`src/rtl/alu_exec_pipe_if.sv`:
```
// Issue, register-file read, writeback and branch-resolution signals of alu_exec_pipe.
// The slave modport is the execution unit; the master modport is its environment.
interface alu_exec_pipe_if #(
    parameter int INST_ID_BIT    = 8,
    parameter int NUM_REG        = 8,
    parameter int IMM_BIT        = 4,
    parameter int DATA_BIT       = 16,
    parameter int SPEC_DEPTH     = 4,
    parameter int REG_ID_BIT     = $clog2(NUM_REG),
    parameter int SPEC_LEVEL_BIT = $clog2(SPEC_DEPTH) + 1
);
    logic                                       in_vld;
    logic                                       in_rdy;
    logic [INST_ID_BIT-1:0]                     in_id;
    logic [REG_ID_BIT-1:0]                      in_dst_reg;
    logic [REG_ID_BIT-1:0]                      in_src_reg0;
    logic [REG_ID_BIT-1:0]                      in_src_reg1;
    logic [IMM_BIT-1:0]                         in_imm;
    logic [SPEC_LEVEL_BIT-1:0]                  in_spec_level;
    logic [REG_ID_BIT-1:0]                      rf_rd_addr0;
    logic [REG_ID_BIT-1:0]                      rf_rd_addr1;
    logic [DATA_BIT-1:0]                        rf_rd_data0;
    logic [DATA_BIT-1:0]                        rf_rd_data1;
    logic                                       wb_vld;
    logic                                       wb_rdy;
    logic [INST_ID_BIT-1:0]                     wb_id;
    logic [REG_ID_BIT-1:0]                      wb_dst_reg;
    logic [DATA_BIT-1:0]                        wb_data;
    logic [SPEC_LEVEL_BIT-1:0]                  wb_spec_level;
    logic [NUM_REG-1:0]                         pending_write;
    logic                                       empty;
    logic                                       br_pred_vld;
    logic                                       br_pred_rdy;
    logic                                       br_pred_succ;
    logic [SPEC_LEVEL_BIT-1:0]                  br_pred_fail_level;
    logic [SPEC_LEVEL_BIT*(SPEC_DEPTH+1)-1:0]   br_pred_succ_nxt_levels;

    modport slave (
        input  in_vld, in_id, in_dst_reg, in_src_reg0, in_src_reg1, in_imm, in_spec_level,
        input  rf_rd_data0, rf_rd_data1, wb_rdy,
        input  br_pred_vld, br_pred_succ, br_pred_fail_level, br_pred_succ_nxt_levels,
        output in_rdy, rf_rd_addr0, rf_rd_addr1,
        output wb_vld, wb_id, wb_dst_reg, wb_data, wb_spec_level,
        output pending_write, empty, br_pred_rdy
    );

    modport master (
        output in_vld, in_id, in_dst_reg, in_src_reg0, in_src_reg1, in_imm, in_spec_level,
        output rf_rd_data0, rf_rd_data1, wb_rdy,
        output br_pred_vld, br_pred_succ, br_pred_fail_level, br_pred_succ_nxt_levels,
        input  in_rdy, rf_rd_addr0, rf_rd_addr1,
        input  wb_vld, wb_id, wb_dst_reg, wb_data, wb_spec_level,
        input  pending_write, empty, br_pred_rdy
    );
endinterface

```
`src/rtl/alu_exec_pipe.sv`:
```
// Integer execution unit: src0 + src1 + imm through a LATENCY-deep elastic pipeline,
// with branch-speculation squash (fail) and level remap (success) on in-flight entries.
module alu_exec_pipe #(
    parameter int INST_ID_BIT    = 8,
    parameter int NUM_REG        = 8,
    parameter int IMM_BIT        = 4,
    parameter int DATA_BIT       = 16,
    parameter int SPEC_DEPTH     = 4,
    parameter int LATENCY        = 2,
    parameter int REG_ID_BIT     = $clog2(NUM_REG),
    parameter int SPEC_LEVEL_BIT = $clog2(SPEC_DEPTH) + 1
) (
    input  logic          clk,
    input  logic          rst_n,
    alu_exec_pipe_if.slave bus
);
    localparam int LAST    = LATENCY - 1;
    localparam int TBL_BIT = SPEC_LEVEL_BIT * (SPEC_DEPTH + 1);

    logic [LATENCY-1:0]                     vld_q, vld_d;
    logic [LATENCY-1:0][INST_ID_BIT-1:0]    id_q, id_d;
    logic [LATENCY-1:0][REG_ID_BIT-1:0]     dst_q, dst_d;
    logic [LATENCY-1:0][DATA_BIT-1:0]       data_q, data_d;
    logic [LATENCY-1:0][SPEC_LEVEL_BIT-1:0] lvl_q, lvl_d;

    logic [LATENCY-1:0]                     squash_s;
    logic [LATENCY-1:0]                     free_s;
    logic [LATENCY-1:0][SPEC_LEVEL_BIT-1:0] lvl_nxt_s;
    logic                                   fail_s;
    logic                                   succ_s;
    logic                                   in_kill_s;
    logic [DATA_BIT-1:0]                    sum_s;
    logic [NUM_REG-1:0]                     pending_s;

    // Levels outside the remap table are left untouched.
    function automatic logic [SPEC_LEVEL_BIT-1:0] remap_level(
        input logic [SPEC_LEVEL_BIT-1:0] lvl,
        input logic [TBL_BIT-1:0]        tbl
    );
        logic [SPEC_LEVEL_BIT-1:0] r;
        r = lvl;
        for (int i = 0; i <= SPEC_DEPTH; i++) begin
            r = (lvl == SPEC_LEVEL_BIT'(i)) ? tbl[i*SPEC_LEVEL_BIT +: SPEC_LEVEL_BIT] : r;
        end
        return r;
    endfunction

    assign fail_s    = bus.br_pred_vld & ~bus.br_pred_succ;
    assign succ_s    = bus.br_pred_vld &  bus.br_pred_succ;
    assign in_kill_s = fail_s & (bus.in_spec_level >= bus.br_pred_fail_level);
    assign sum_s     = bus.rf_rd_data0 + bus.rf_rd_data1
                     + {{(DATA_BIT-IMM_BIT){1'b0}}, bus.in_imm};

    // Per-stage squash, remapped level, and vacate chain (a stage is free if empty or moving on).
    always_comb begin
        squash_s  = '0;
        free_s    = '0;
        lvl_nxt_s = '0;
        for (int k = 0; k < LATENCY; k++) begin
            squash_s[k]  = fail_s & vld_q[k] & (lvl_q[k] >= bus.br_pred_fail_level);
            lvl_nxt_s[k] = succ_s ? remap_level(lvl_q[k], bus.br_pred_succ_nxt_levels) : lvl_q[k];
        end
        free_s[LAST] = ~vld_q[LAST] | bus.wb_rdy | squash_s[LAST];
        for (int k = LAST - 1; k >= 0; k--) begin
            free_s[k] = ~vld_q[k] | free_s[k+1];
        end
    end

    // Next-state per stage: load from upstream when free, otherwise hold; squash clears vld either way.
    always_comb begin
        vld_d  = vld_q;
        id_d   = id_q;
        dst_d  = dst_q;
        data_d = data_q;
        lvl_d  = lvl_q;
        if (free_s[0]) begin
            vld_d[0]  = bus.in_vld & ~in_kill_s;
            id_d[0]   = bus.in_id;
            dst_d[0]  = bus.in_dst_reg;
            data_d[0] = sum_s;
            lvl_d[0]  = bus.in_spec_level;
        end else begin
            vld_d[0]  = vld_q[0] & ~squash_s[0];
            lvl_d[0]  = lvl_nxt_s[0];
        end
        for (int k = 1; k < LATENCY; k++) begin
            if (free_s[k]) begin
                vld_d[k]  = vld_q[k-1] & ~squash_s[k-1];
                id_d[k]   = id_q[k-1];
                dst_d[k]  = dst_q[k-1];
                data_d[k] = data_q[k-1];
                lvl_d[k]  = lvl_nxt_s[k-1];
            end else begin
                vld_d[k]  = vld_q[k] & ~squash_s[k];
                lvl_d[k]  = lvl_nxt_s[k];
            end
        end
    end

    // Stage valid bits: the only reset state of the pipeline.
    always_ff @(posedge clk or negedge rst_n) begin
        if (!rst_n) begin
            vld_q <= '0;
        end else begin
            vld_q <= vld_d;
        end
    end

    // Stage payloads are qualified by vld_q and need no reset.
    always_ff @(posedge clk) begin
        id_q   <= id_d;
        dst_q  <= dst_d;
        data_q <= data_d;
        lvl_q  <= lvl_d;
    end

    // One-hot destination OR of all registered-valid stages.
    always_comb begin
        pending_s = '0;
        for (int k = 0; k < LATENCY; k++) begin
            pending_s = pending_s
                      | (vld_q[k] ? ({{(NUM_REG-1){1'b0}}, 1'b1} << dst_q[k]) : '0);
        end
    end

    assign bus.in_rdy        = free_s[0];
    assign bus.rf_rd_addr0   = bus.in_src_reg0;
    assign bus.rf_rd_addr1   = bus.in_src_reg1;
    assign bus.wb_vld        = vld_q[LAST] & ~squash_s[LAST];
    assign bus.wb_id         = id_q[LAST];
    assign bus.wb_dst_reg    = dst_q[LAST];
    assign bus.wb_data       = data_q[LAST];
    assign bus.wb_spec_level = lvl_nxt_s[LAST];
    assign bus.pending_write = pending_s;
    assign bus.empty         = ~|vld_q;
    assign bus.br_pred_rdy   = 1'b1;
endmodule

```
`src/flat_wrapper.sv`:
```
// flat-port wrapper written by rule: the top's interface ports become plain ports
module alu_exec_pipe_flat 
#(
    parameter int INST_ID_BIT    = 8,
    parameter int NUM_REG        = 8,
    parameter int IMM_BIT        = 4,
    parameter int DATA_BIT       = 16,
    parameter int SPEC_DEPTH     = 4,
    parameter int LATENCY        = 2,
    parameter int REG_ID_BIT     = $clog2(NUM_REG),
    parameter int SPEC_LEVEL_BIT = $clog2(SPEC_DEPTH) + 1
)
  (clk, rst_n, bus_in_vld, bus_in_id, bus_in_dst_reg, bus_in_src_reg0, bus_in_src_reg1, bus_in_imm, bus_in_spec_level, bus_rf_rd_data0, bus_rf_rd_data1, bus_wb_rdy, bus_br_pred_vld, bus_br_pred_succ, bus_br_pred_fail_level, bus_br_pred_succ_nxt_levels, bus_in_rdy, bus_rf_rd_addr0, bus_rf_rd_addr1, bus_wb_vld, bus_wb_id, bus_wb_dst_reg, bus_wb_data, bus_wb_spec_level, bus_pending_write, bus_empty, bus_br_pred_rdy);
  alu_exec_pipe_if #(.INST_ID_BIT(INST_ID_BIT), .NUM_REG(NUM_REG), .IMM_BIT(IMM_BIT), .DATA_BIT(DATA_BIT), .SPEC_DEPTH(SPEC_DEPTH), .REG_ID_BIT(REG_ID_BIT), .SPEC_LEVEL_BIT(SPEC_LEVEL_BIT)) bus_i ();
  input  logic clk;
  input  logic rst_n;
  input wire logic [$bits(bus_i.in_vld)-1:0] bus_in_vld;
  input wire logic [$bits(bus_i.in_id)-1:0] bus_in_id;
  input wire logic [$bits(bus_i.in_dst_reg)-1:0] bus_in_dst_reg;
  input wire logic [$bits(bus_i.in_src_reg0)-1:0] bus_in_src_reg0;
  input wire logic [$bits(bus_i.in_src_reg1)-1:0] bus_in_src_reg1;
  input wire logic [$bits(bus_i.in_imm)-1:0] bus_in_imm;
  input wire logic [$bits(bus_i.in_spec_level)-1:0] bus_in_spec_level;
  input wire logic [$bits(bus_i.rf_rd_data0)-1:0] bus_rf_rd_data0;
  input wire logic [$bits(bus_i.rf_rd_data1)-1:0] bus_rf_rd_data1;
  input wire logic [$bits(bus_i.wb_rdy)-1:0] bus_wb_rdy;
  input wire logic [$bits(bus_i.br_pred_vld)-1:0] bus_br_pred_vld;
  input wire logic [$bits(bus_i.br_pred_succ)-1:0] bus_br_pred_succ;
  input wire logic [$bits(bus_i.br_pred_fail_level)-1:0] bus_br_pred_fail_level;
  input wire logic [$bits(bus_i.br_pred_succ_nxt_levels)-1:0] bus_br_pred_succ_nxt_levels;
  output wire logic [$bits(bus_i.in_rdy)-1:0] bus_in_rdy;
  output wire logic [$bits(bus_i.rf_rd_addr0)-1:0] bus_rf_rd_addr0;
  output wire logic [$bits(bus_i.rf_rd_addr1)-1:0] bus_rf_rd_addr1;
  output wire logic [$bits(bus_i.wb_vld)-1:0] bus_wb_vld;
  output wire logic [$bits(bus_i.wb_id)-1:0] bus_wb_id;
  output wire logic [$bits(bus_i.wb_dst_reg)-1:0] bus_wb_dst_reg;
  output wire logic [$bits(bus_i.wb_data)-1:0] bus_wb_data;
  output wire logic [$bits(bus_i.wb_spec_level)-1:0] bus_wb_spec_level;
  output wire logic [$bits(bus_i.pending_write)-1:0] bus_pending_write;
  output wire logic [$bits(bus_i.empty)-1:0] bus_empty;
  output wire logic [$bits(bus_i.br_pred_rdy)-1:0] bus_br_pred_rdy;
  assign bus_i.in_vld = bus_in_vld;
  assign bus_i.in_id = bus_in_id;
  assign bus_i.in_dst_reg = bus_in_dst_reg;
  assign bus_i.in_src_reg0 = bus_in_src_reg0;
  assign bus_i.in_src_reg1 = bus_in_src_reg1;
  assign bus_i.in_imm = bus_in_imm;
  assign bus_i.in_spec_level = bus_in_spec_level;
  assign bus_i.rf_rd_data0 = bus_rf_rd_data0;
  assign bus_i.rf_rd_data1 = bus_rf_rd_data1;
  assign bus_i.wb_rdy = bus_wb_rdy;
  assign bus_i.br_pred_vld = bus_br_pred_vld;
  assign bus_i.br_pred_succ = bus_br_pred_succ;
  assign bus_i.br_pred_fail_level = bus_br_pred_fail_level;
  assign bus_i.br_pred_succ_nxt_levels = bus_br_pred_succ_nxt_levels;
  assign bus_in_rdy = bus_i.in_rdy;
  assign bus_rf_rd_addr0 = bus_i.rf_rd_addr0;
  assign bus_rf_rd_addr1 = bus_i.rf_rd_addr1;
  assign bus_wb_vld = bus_i.wb_vld;
  assign bus_wb_id = bus_i.wb_id;
  assign bus_wb_dst_reg = bus_i.wb_dst_reg;
  assign bus_wb_data = bus_i.wb_data;
  assign bus_wb_spec_level = bus_i.wb_spec_level;
  assign bus_pending_write = bus_i.pending_write;
  assign bus_empty = bus_i.empty;
  assign bus_br_pred_rdy = bus_i.br_pred_rdy;
  alu_exec_pipe #(.INST_ID_BIT(INST_ID_BIT), .NUM_REG(NUM_REG), .IMM_BIT(IMM_BIT), .DATA_BIT(DATA_BIT), .SPEC_DEPTH(SPEC_DEPTH), .LATENCY(LATENCY), .REG_ID_BIT(REG_ID_BIT), .SPEC_LEVEL_BIT(SPEC_LEVEL_BIT)) u_core (.clk(clk), .rst_n(rst_n), .bus(bus_i));
endmodule
```
`config.mk`:
```
export PLATFORM = sky130hd
export DESIGN_NAME = alu_exec_pipe_flat
export DESIGN_NICKNAME = d
export VERILOG_FILES = /design/src/rtl/alu_exec_pipe_if.sv /design/src/rtl/alu_exec_pipe.sv /design/src/flat_wrapper.sv
export SDC_FILE = /design/constraint.sdc
export NUM_CORES = 1
export LEC_CHECK = 0
export ABC_AREA = 1
export CORE_MARGIN = 2
export CORE_UTILIZATION = 30
export CTS_CLUSTER_DIAMETER = 40
export DETAILED_ROUTE_END_ITERATION = 16
export PLACE_DENSITY = 0.62
export SYNTH_ARGS = -nofsm -noshare
export SYNTH_HDL_FRONTEND = slang
export SYNTH_SLANG_ARGS = --single-unit
```
`constraint.sdc`:
```
create_clock -name clk -period 3.12 [get_ports clk]
set_input_delay 0.312 -clock clk [delete_from_list [all_inputs] [get_ports clk]]
set_output_delay 0.312 -clock clk [all_outputs]
set_load 0.01 [all_outputs]
```
* After elaboration in Yosys (flattened, before gate mapping) *
Index checks and enable logic that the tools add are counted.

word-level totals
  register bits = 62
  bits of input ports = 80
  output and inout bits = 48

cells by class
  add/sub/neg operators = 2
  equal/unequal tests = 8
  $lt $le $gt $ge = 3
  reductions and logical operators = 4
  bitwise gates (word level) = 20
  multiplexer cells = 18
  shift-type cells = 2

operators by type and width
  cell                                              number
  two-way mux 3 bit                                 14
  adder 16 bit                                      1
  adder 16 x 4 -> 16 bit                            1
  two-way mux 8 bit                                 2
  left shift 1 x 3 -> 8 bit (first input constant)  2
  == test 3 x 2 -> 1 bit (second input constant)    4
  AND 1 bit                                         10
  greater-or-equal comparator 3 bit                 3
  bitwise OR 8 bit                                  1
  == test 3 x 1 -> 1 bit (second input constant)    2
  == test 3 bit (second input constant)             2
  zero test 3 bit                                   2
  NOT 1 bit                                         6
  bitwise OR 1 bit                                  3
  two-way mux 1 bit                                 2
  OR reduction 2 bit                                1
  zero test 1 bit                                   1

* Longest topological paths before layout *
Gate-level depths: netlist of the first run.

  word-level depth = 8
  mapped depth = 15
  mapped depth without buffers = 15

* Least setup slack after synthesis of the first run *
Ideal clock, no wire load.

  path kind = reg2reg
  start point = register u_core.lvl_q[3] (netlist bit)
  end point = register u_core.data_q[0] (netlist bit) (enable)
  period minus slack after synthesis = 2.626 ns
  library setup time = 0.389 ns
  arrival time = 2.236 ns
  stages on the path, launching flop included = 10
  slack = 0.494 ns
  path buffers = 1
  cell sequence = dfxtp_1 -> buf_6 -> inv_1 -> ha_1 -> nand3_1 -> nand3_1 -> nand3_1 -> nand2_2 -> inv_2 -> nand2_1

between the ends
  word-level cells in the longest chain between the ends = 4

RTL lines
  what                               RTL line              source
  from (decl)                        alu_exec_pipe.sv:24   logic [LATENCY-1:0][SPEC_LEVEL_BIT-1:0] lvl_q, lvl_d;
  from (signal assigned)             alu_exec_pipe.sv:114  lvl_q <= lvl_d;
  greater-or-equal comparator 3 bit  alu_exec_pipe.sv:60   squash_s[k] = fail_s & vld_q[k] & (lvl_q[k] >= bus.br_pred_fail_level);
  AND 1 bit                          alu_exec_pipe.sv:60
  bitwise OR 1 bit                   alu_exec_pipe.sv:63   free_s[LAST] = ~vld_q[LAST] | bus.wb_rdy | squash_s[LAST];
  bitwise OR 1 bit                   alu_exec_pipe.sv:65   free_s[k] = ~vld_q[k] | free_s[k+1];
  via bus_in_rdy                     flat_wrapper.sv:31    output wire logic [$bits(bus_i.in_rdy)-1:0] bus_in_rdy;
  to (signal assigned)               alu_exec_pipe.sv:113  data_q <= data_d;
  to (decl)                          alu_exec_pipe.sv:23   logic [LATENCY-1:0][DATA_BIT-1:0] data_q, data_d;

The timed path passes the listed nets, and every way through them passes these cells.
A chain may end at the register's enable or synchronous reset.

* Worst setup path in the final report of the first run *
  start point = register u_core.lvl_q[5] (netlist bit)
  end point = output port bus_in_rdy

between the ends
  word-level cells in the longest chain between the ends = 4

RTL lines
  what                               RTL line
  greater-or-equal comparator 3 bit  alu_exec_pipe.sv:60
  AND 1 bit                          alu_exec_pipe.sv:60
  bitwise OR 1 bit                   alu_exec_pipe.sv:63
  bitwise OR 1 bit                   alu_exec_pipe.sv:65
  to (decl)                          flat_wrapper.sv:31

Every way passes these cells.

==> impl_results.md, run 1 <==
- Post-synthesis mux area share: 0
- Critical Path RT: 2810 ps
- Critical path fanouts, max: 9
- Critical setup path kind: register to output port
- WL met2: 4.062 mm
- IO buf count: 114
- Post-Syn Nets: 531
- CP dominant cell by count: nand3_1
- Post-Route WL: 8.288 mm
- Crit path cell chain: ha_1, a21oi_1, nand3_1, nand3_1, nand2_2, inv_2, nand2_1, clkdlybuf4s50_1
- Fin Setup TNS: 0 ps
- Synth unique cells: 32
- FF+latch count, synth: 62
- Antenna cells: 0
- Die area: 0.01380 mm²
- Most frequent cells in the layout: clkdlybuf4s50_1 (114), nand2_1 (92), edfxtp_1 (54)
- Hold crit path type: input pin to async pin
- CTS H-tree depth: 3
- Dpl cells: 665
- Final setup fails: 0
- Row count: 41
- Core ar.: 0.01262 mm²
- Share of layout cells above drive strength 1: 0.05512
- Setup crit end kind: output port
- Routed wl met3: 492 µm
- Total track usage: 0.1219
- HPWL Detailed: 6.634 mm
- Main combinational cell family by area after synthesis: simple AND/OR/NAND/NOR gates
- Hold_buf cts: 0
- Final Hold Fails: 0
- Layout Skew: 6.853 ps
- Crit-path slowest cell: dfxtp_1
- Synth top area share: 0.4197
- Critical Path AT: 2340 ps
- RSZ-0062 raised after global routing: no
- Final ANT Viol Nets: 0
- # resized after CTS: 0
- Max-Cap Viols: 0
- Minimum clock period: 2649 ps
- Adder-cell area share of the yosys netlist: 0.1360
- XOR/XNOR share of the synthesized area: 0.02494
- Post-route DRC: 0
- Synth Area in Compound Gates: 0.07157
- Reg clk slew, reported paths: 50 ps
- First-pass GRT wire length: 13.83 mm
- Initial antenna violation count: 0
- Post-route cell area: 0.005220 mm²
- Vias in the first global route: 2975
- Finished Layout Cells: 680
- Post-CTS Setup Repair Bufs: 0
- Worst stage delay on the critical path: 560 ps
- Total power: 0.003116 W
- CP delay by family, top: buffers and inverters
- Worst skew pair latency: 320 ps
- Synth Area in Simple Gates: 0.1843
- Cells after synthesis: 412
- Status: complete, no violations
- Grt ovf: 0
- Max Freq: 0.3775 GHz
- Startpoint types: register
- Static Leak: 2.285 nW
- Sinks on Clock Net: 62
- Worst Path Buf+Inv: 2
- CTS tree: done
- Commonest non-fill, non-tap cell in the layout: clkdlybuf4s50_1
- FF-to-FF path depth: 8
- GPL Wtd Cong: 0.8312
- Root Buffer: clkbuf_16
- CTS buffer count: 9
- Layout Nets: 623
- Average size of a mapped cell: 9.378 µm²
- Pwr dens: 596.9 mW/mm²
- Maximum clock insertion buffer count: 2
- Cell Area, Synth: 0.003864 mm²
- Initial DRC count: 111
- Area grow syn2layout: 35.10%
- Placed inst area: 0.004965 mm²
- Yosys warnings: 0
- Drt first pass iters: 4
- Largest net degree at the start of global routing: 32
- Routed length per placed instance: 12.19 µm
- Synth area leader: edfxtp_1
- Worst vdd ir: 0.0003094 V
- DR top layer: met4
- # IOs: 128
- Post-Route M1 WL: 3.624 mm
- Fin crit share: 0.8489
- Cell count along the critical path: 8
- Sequential share of the synthesized area: 0.4637
- Synth area leaders: edfxtp_1 (42%), ha_1 (11%), nand2_1 (8.9%)
- Vias: 3025
- DIE WIDTH: 117.5 µm
- Die Height: 117.5 µm
- Number of vias per cell: 4.449
- Pins over their slew limit: 0
- Initial Util: 0.3062
[layer usage]
metal / vias up / GRT usage
li1: 1547 / -
met1: 1361 / 0.1496
met4: 0 / 0.04367
met5: - / 0
met2: 103 / 0.2145
met3: 14 / 0.02180
[worst paths after layout]
kind                                        from               endpoint  slack, ps
worst max-delay path             u_core.lvl_q[5]             bus_in_rdy        470
worst min-delay path                       rst_n        u_core.vld_q[0]        160
worst max register to register   u_core.lvl_q[5]        u_core.vld_q[0]       1020
worst min register to register  u_core.data_q[3]  u_core.bus.wb_data[3]        410
max in group asynchronous                  rst_n        u_core.vld_q[1]       2840
min in group clk                u_core.data_q[3]  u_core.bus.wb_data[3]        410
[logic make-up (layout without fill, tap and decap cells)]
logic type,Yosys count,after routing
buffers and inverters,84,180
other,1,1
AND/OR/NAND/NOR,165,165
XOR/XNOR,11,11
AO/OA/AOI/OAI,50,50
flip-flops,62,62
adder cells (fa/ha/maj),39,39
[power breakdown]
part	switching (W)	internal (W)	total (W)
registers	0.0000907	0.00117	0.00127
logic	0.000519	0.000500	0.00102
clock network	0.000311	0.000520	0.000832
total	0.000922	0.00219	0.00312
[cell usage after synthesis (all sizes together)]
library cell	count
a21oi	25
and2	1
buf	36
conb	1
dfrtp	2
dfxtp	6
edfxtp	54
fa	5
ha	34
inv	48
nand2	94
nand3	35
nand3b	2
nand4	4
nor2	22
nor3	3
o211ai	2
o21a	2
o21ai	12
o21bai	1
o22ai	8
or2	4
xnor2	3
xor2	8
[through the flow]
stage                 util  hold slack [ps]  setup slack [ps]
global route        0.4136            148.0             311.6
floorplan                -            16.41             494.5
finish              0.4136            158.8             471.3
global placement    0.3934            400.3             280.9
detailed placement  0.3934            404.5             217.9
CTS                 0.4136            149.7             461.9
[layout make-up]
class                      count  area (µm²)
fill                        1266        7400
multi-input combinational    266        1614
clock inverter                 6       30.03
tap                          172       215.2
timing repair buffer         117        1164
clock buffer                   9       225.2
sequential                    62        1792
inverter                      48       180.2
(Power assumes the default switching activity.)
==> run 2, diff against run 1 <==
==> constraint.sdc (replaced) <==
create_clock -name clk -period 2.65 [get_ports clk]
set_input_delay 0.265 -clock clk [delete_from_list [all_inputs] [get_ports clk]]
set_output_delay 0.265 -clock clk [all_outputs]
set_load 0.01 [all_outputs]
==> run 2 against run 1 <==
  * Hold slack worse by 33 ps
  * Non-clock buffer count grew 7
  * First-iteration DRC count is 14% lower
  * Critical path depth grew 5
  * Register-to-register slack worse by 380 ps
  * Combinational power increased by 22%
  * Largest cell class unchanged
  * Largest power group unchanged
  * Highest routed layer unchanged
==> impl_results.md, run 2 (synthesis gave the netlist of run 1 again) <==
- Initial Util: 0.3062 (unchanged)
- # fillers: 1252 (was 1266)
- Flop pwr share: 0.399 (was 0.406)
- Area occupied by multi-input gates: 0.001614 mm² (unchanged)
- Pins over their slew limit: 0 (unchanged)
- CTS buffer count: 9 (unchanged)
- Most frequent cells in the layout: clkdlybuf4s50_1 (113), nand2_1 (92), edfxtp_1 (54) (was clkdlybuf4s50_1 (114), nand2_1 (92), edfxtp_1 (54))
- Dpl cells: 672 (was 665)
- Pwr dens: 701.7 mW/mm² (was 596.9 mW/mm²)
- First-pass GRT wire length: 13.79 mm (was 13.83 mm)
- Root Buffer: clkbuf_16 (unchanged)
- Post-Route WL: 8.225 mm (was 8.288 mm)
- GPL Wtd Cong: 0.8268 (was 0.8312)
- Placed inst area: 0.005017 mm² (was 0.004965 mm²)
- CP Launch Point: bus_rf_rd_data1[1] (was u_core.lvl_q[5])
- Area grow syn2layout: 36.63% (was 35.10%)
- Total track usage: 0.1212 (was 0.1219)
- Row count: 41 (unchanged)
- Post-route DRC: 0 (unchanged)
- Worst vdd ir: 0.0002881 V (was 0.0003094 V)
- Critical Path AT: 2530 ps (was 2340 ps)
- Vias: 3035 (was 3025)
- Fin Setup TNS: 0 ps (unchanged)
- Net Sw Frac: 0.2939 (was 0.2957)
- Sw Pwr: 0.001089 W (was 0.0009215 W)
- Hold_buf cts: 0 (unchanged)
- Minimum clock period: 2464 ps
- Reg clk slew, reported paths: 50 ps (about the same)
- Sinks on Clock Net: 62 (unchanged)
- Pint: 0.002616 W (was 0.002194 W)
- Worst skew pair latency: 310 ps (was 320 ps)
- Core ar.: 0.01262 mm² (unchanged)
- Share of layout cells above drive strength 1: 0.06783 (was 0.05512)
- Layout Skew: 3.895 ps (was 6.853 ps)
- CTS tree: done (unchanged)
- HPWL Detailed: 6.729 mm (was 6.634 mm)
- Number of vias per cell: 4.411 (was 4.449)
- Vias in the first global route: 2963 (was 2975)
- IO buf count: 114 (unchanged)
- DIE WIDTH: 117.5 µm (unchanged)
- CTS H-tree depth: 3 (unchanged)
- Critical Path RT: 2720 ps (was 2810 ps)
- Critical setup path kind: input pin to register (was register to output port)
- Grt ovf: 0 (unchanged)
- Post-route cell area: 0.005279 mm² (was 0.005220 mm²)
- Setup crit end kind: register (was output port)
- Die Height: 117.5 µm (unchanged)
- Critical path fanouts, max: 4 (was 9)
- Antenna cells: 0 (unchanged)
- Max Freq: 0.4059 GHz
- Initial DRC count: 95 (was 111)
- Drt first pass iters: 4 (unchanged)
- Max-Cap Viols: 0 (unchanged)
- Final ANT Viol Nets: 0 (unchanged)
- Initial antenna violation count: 0 (unchanged)
- Maximum clock insertion buffer count: 2 (unchanged)
- Die area: 0.01380 mm² (unchanged)
- Fin crit share: 0.9297
- Clock share of power: 0.266 (was 0.267)
- Routed length per placed instance: 11.95 µm (was 12.19 µm)
- Layout Nets: 630 (was 623)
- Combinational power share: 0.335 (was 0.327)
- Startpoint types: input pin (was register)
- Flop2flop setup slack: 640 ps (was 1020 ps)
- Commonest non-fill, non-tap cell in the layout: clkdlybuf4s50_1 (unchanged)
- Seq. cell area: 0.001792 mm² (unchanged)
- Final Hold Fails: 0 (unchanged)
- # IOs: 128 (unchanged)
- Finished Layout Cells: 688 (was 680)
- RSZ-0062 raised after global routing: no (unchanged)
- Post-CTS Setup Repair Bufs: 0 (unchanged)
- Largest net degree at the start of global routing: 32 (unchanged)
- Hold crit path type: input pin to async pin (unchanged)
- Reg2reg start: u_core.lvl_q[4] (was u_core.lvl_q[5])
- Status: complete, no violations (unchanged)
- Final setup fails: 0 (unchanged)
- Static Leak: 2.322 nW (was 2.285 nW)
[run 2: changes by cell type in the layout (fill, tap and decap cells not counted), sizes merged]
cell	change
buf	+7
clkbuf	+2
clkdlybuf4s50	-1
clkinv	-1
dlymetal6s2s	+1
[run 2: layout make-up]
class	count	area share
sequential	62	0.3394
multi-input combinational	266	0.3058
timing repair buffer	124	0.2309
clock buffer	11	0.04409
tap	172	0.04077
inverter	48	0.03413
clock inverter	5	0.004977
[run 2: power by group through the flow]
stage          registers (W)  logic [W]  clock network [W]
2_1_floorplan        0.00147   0.000808                  0
3_3_place_gp         0.00149    0.00123                  0
3_5_place_dp         0.00150    0.00126                  0
4_1_cts              0.00148    0.00126            0.00101
5_1_grt              0.00151    0.00138            0.00106
6_report             0.00148    0.00124           0.000985
[run 2: repair_timing]
action / CTS / global route
endpoints found under the hold margin: 0 / 0
resized for setup: 0 / 1
endpoints found under the setup margin: 0 / 1
[run 2: final timing paths]
| check | end | depth (start not counted) |
|---|---|---|
| min in group clk | u_core.bus.wb_data[5] | 0 |
| worst max-delay path | u_core.data_q[15] | 13 |
| worst min register to register | u_core.bus.wb_data[5] | 0 |
| worst max register to register | u_core.vld_q[0] | 8 |
| max in group asynchronous | u_core.vld_q[0] | 1 |
| worst min-delay path | u_core.vld_q[1] | 1 |
[run 2: worst max-delay path, cell delays in order]
cell             delay [ps]
clkdlybuf4s50_1         430
fa_1                    560
ha_1                    180
inv_1                    50
fa_1                    390
inv_1                    70
nand3_1                  60
nand2_1                 110
nand2_1                  60
nand2_1                 110
nand3_1                 100
nand3b_1                 90
nand2_1                  50
[run 2: metal layers]
layer  up-vias  global-route usage  share of wire
met4         0             0.03389         0.0084
met2        89              0.2135           0.49
met3         9             0.02083          0.046
met1      1377              0.1530           0.45
met5         -                   0              0
li1       1560                   -              -
[run 2: through the flow]
step / util / total power, W / setup WS, ps / hold slack, ps
after CTS: 0.4181 / 0.003757 / 78.11 / 113.7
final: 0.4183 / 0.003704 / 186.2 / 126.0
after global routing: 0.4183 / 0.003944 / 38.12 / 111.0
after global placement: 0.3976 / 0.002724 / -109.8 / 400.2
after floorplan: - / 0.002275 / 24.47 / -30.59
after detailed placement: 0.3976 / 0.002757 / -163.0 / 404.5
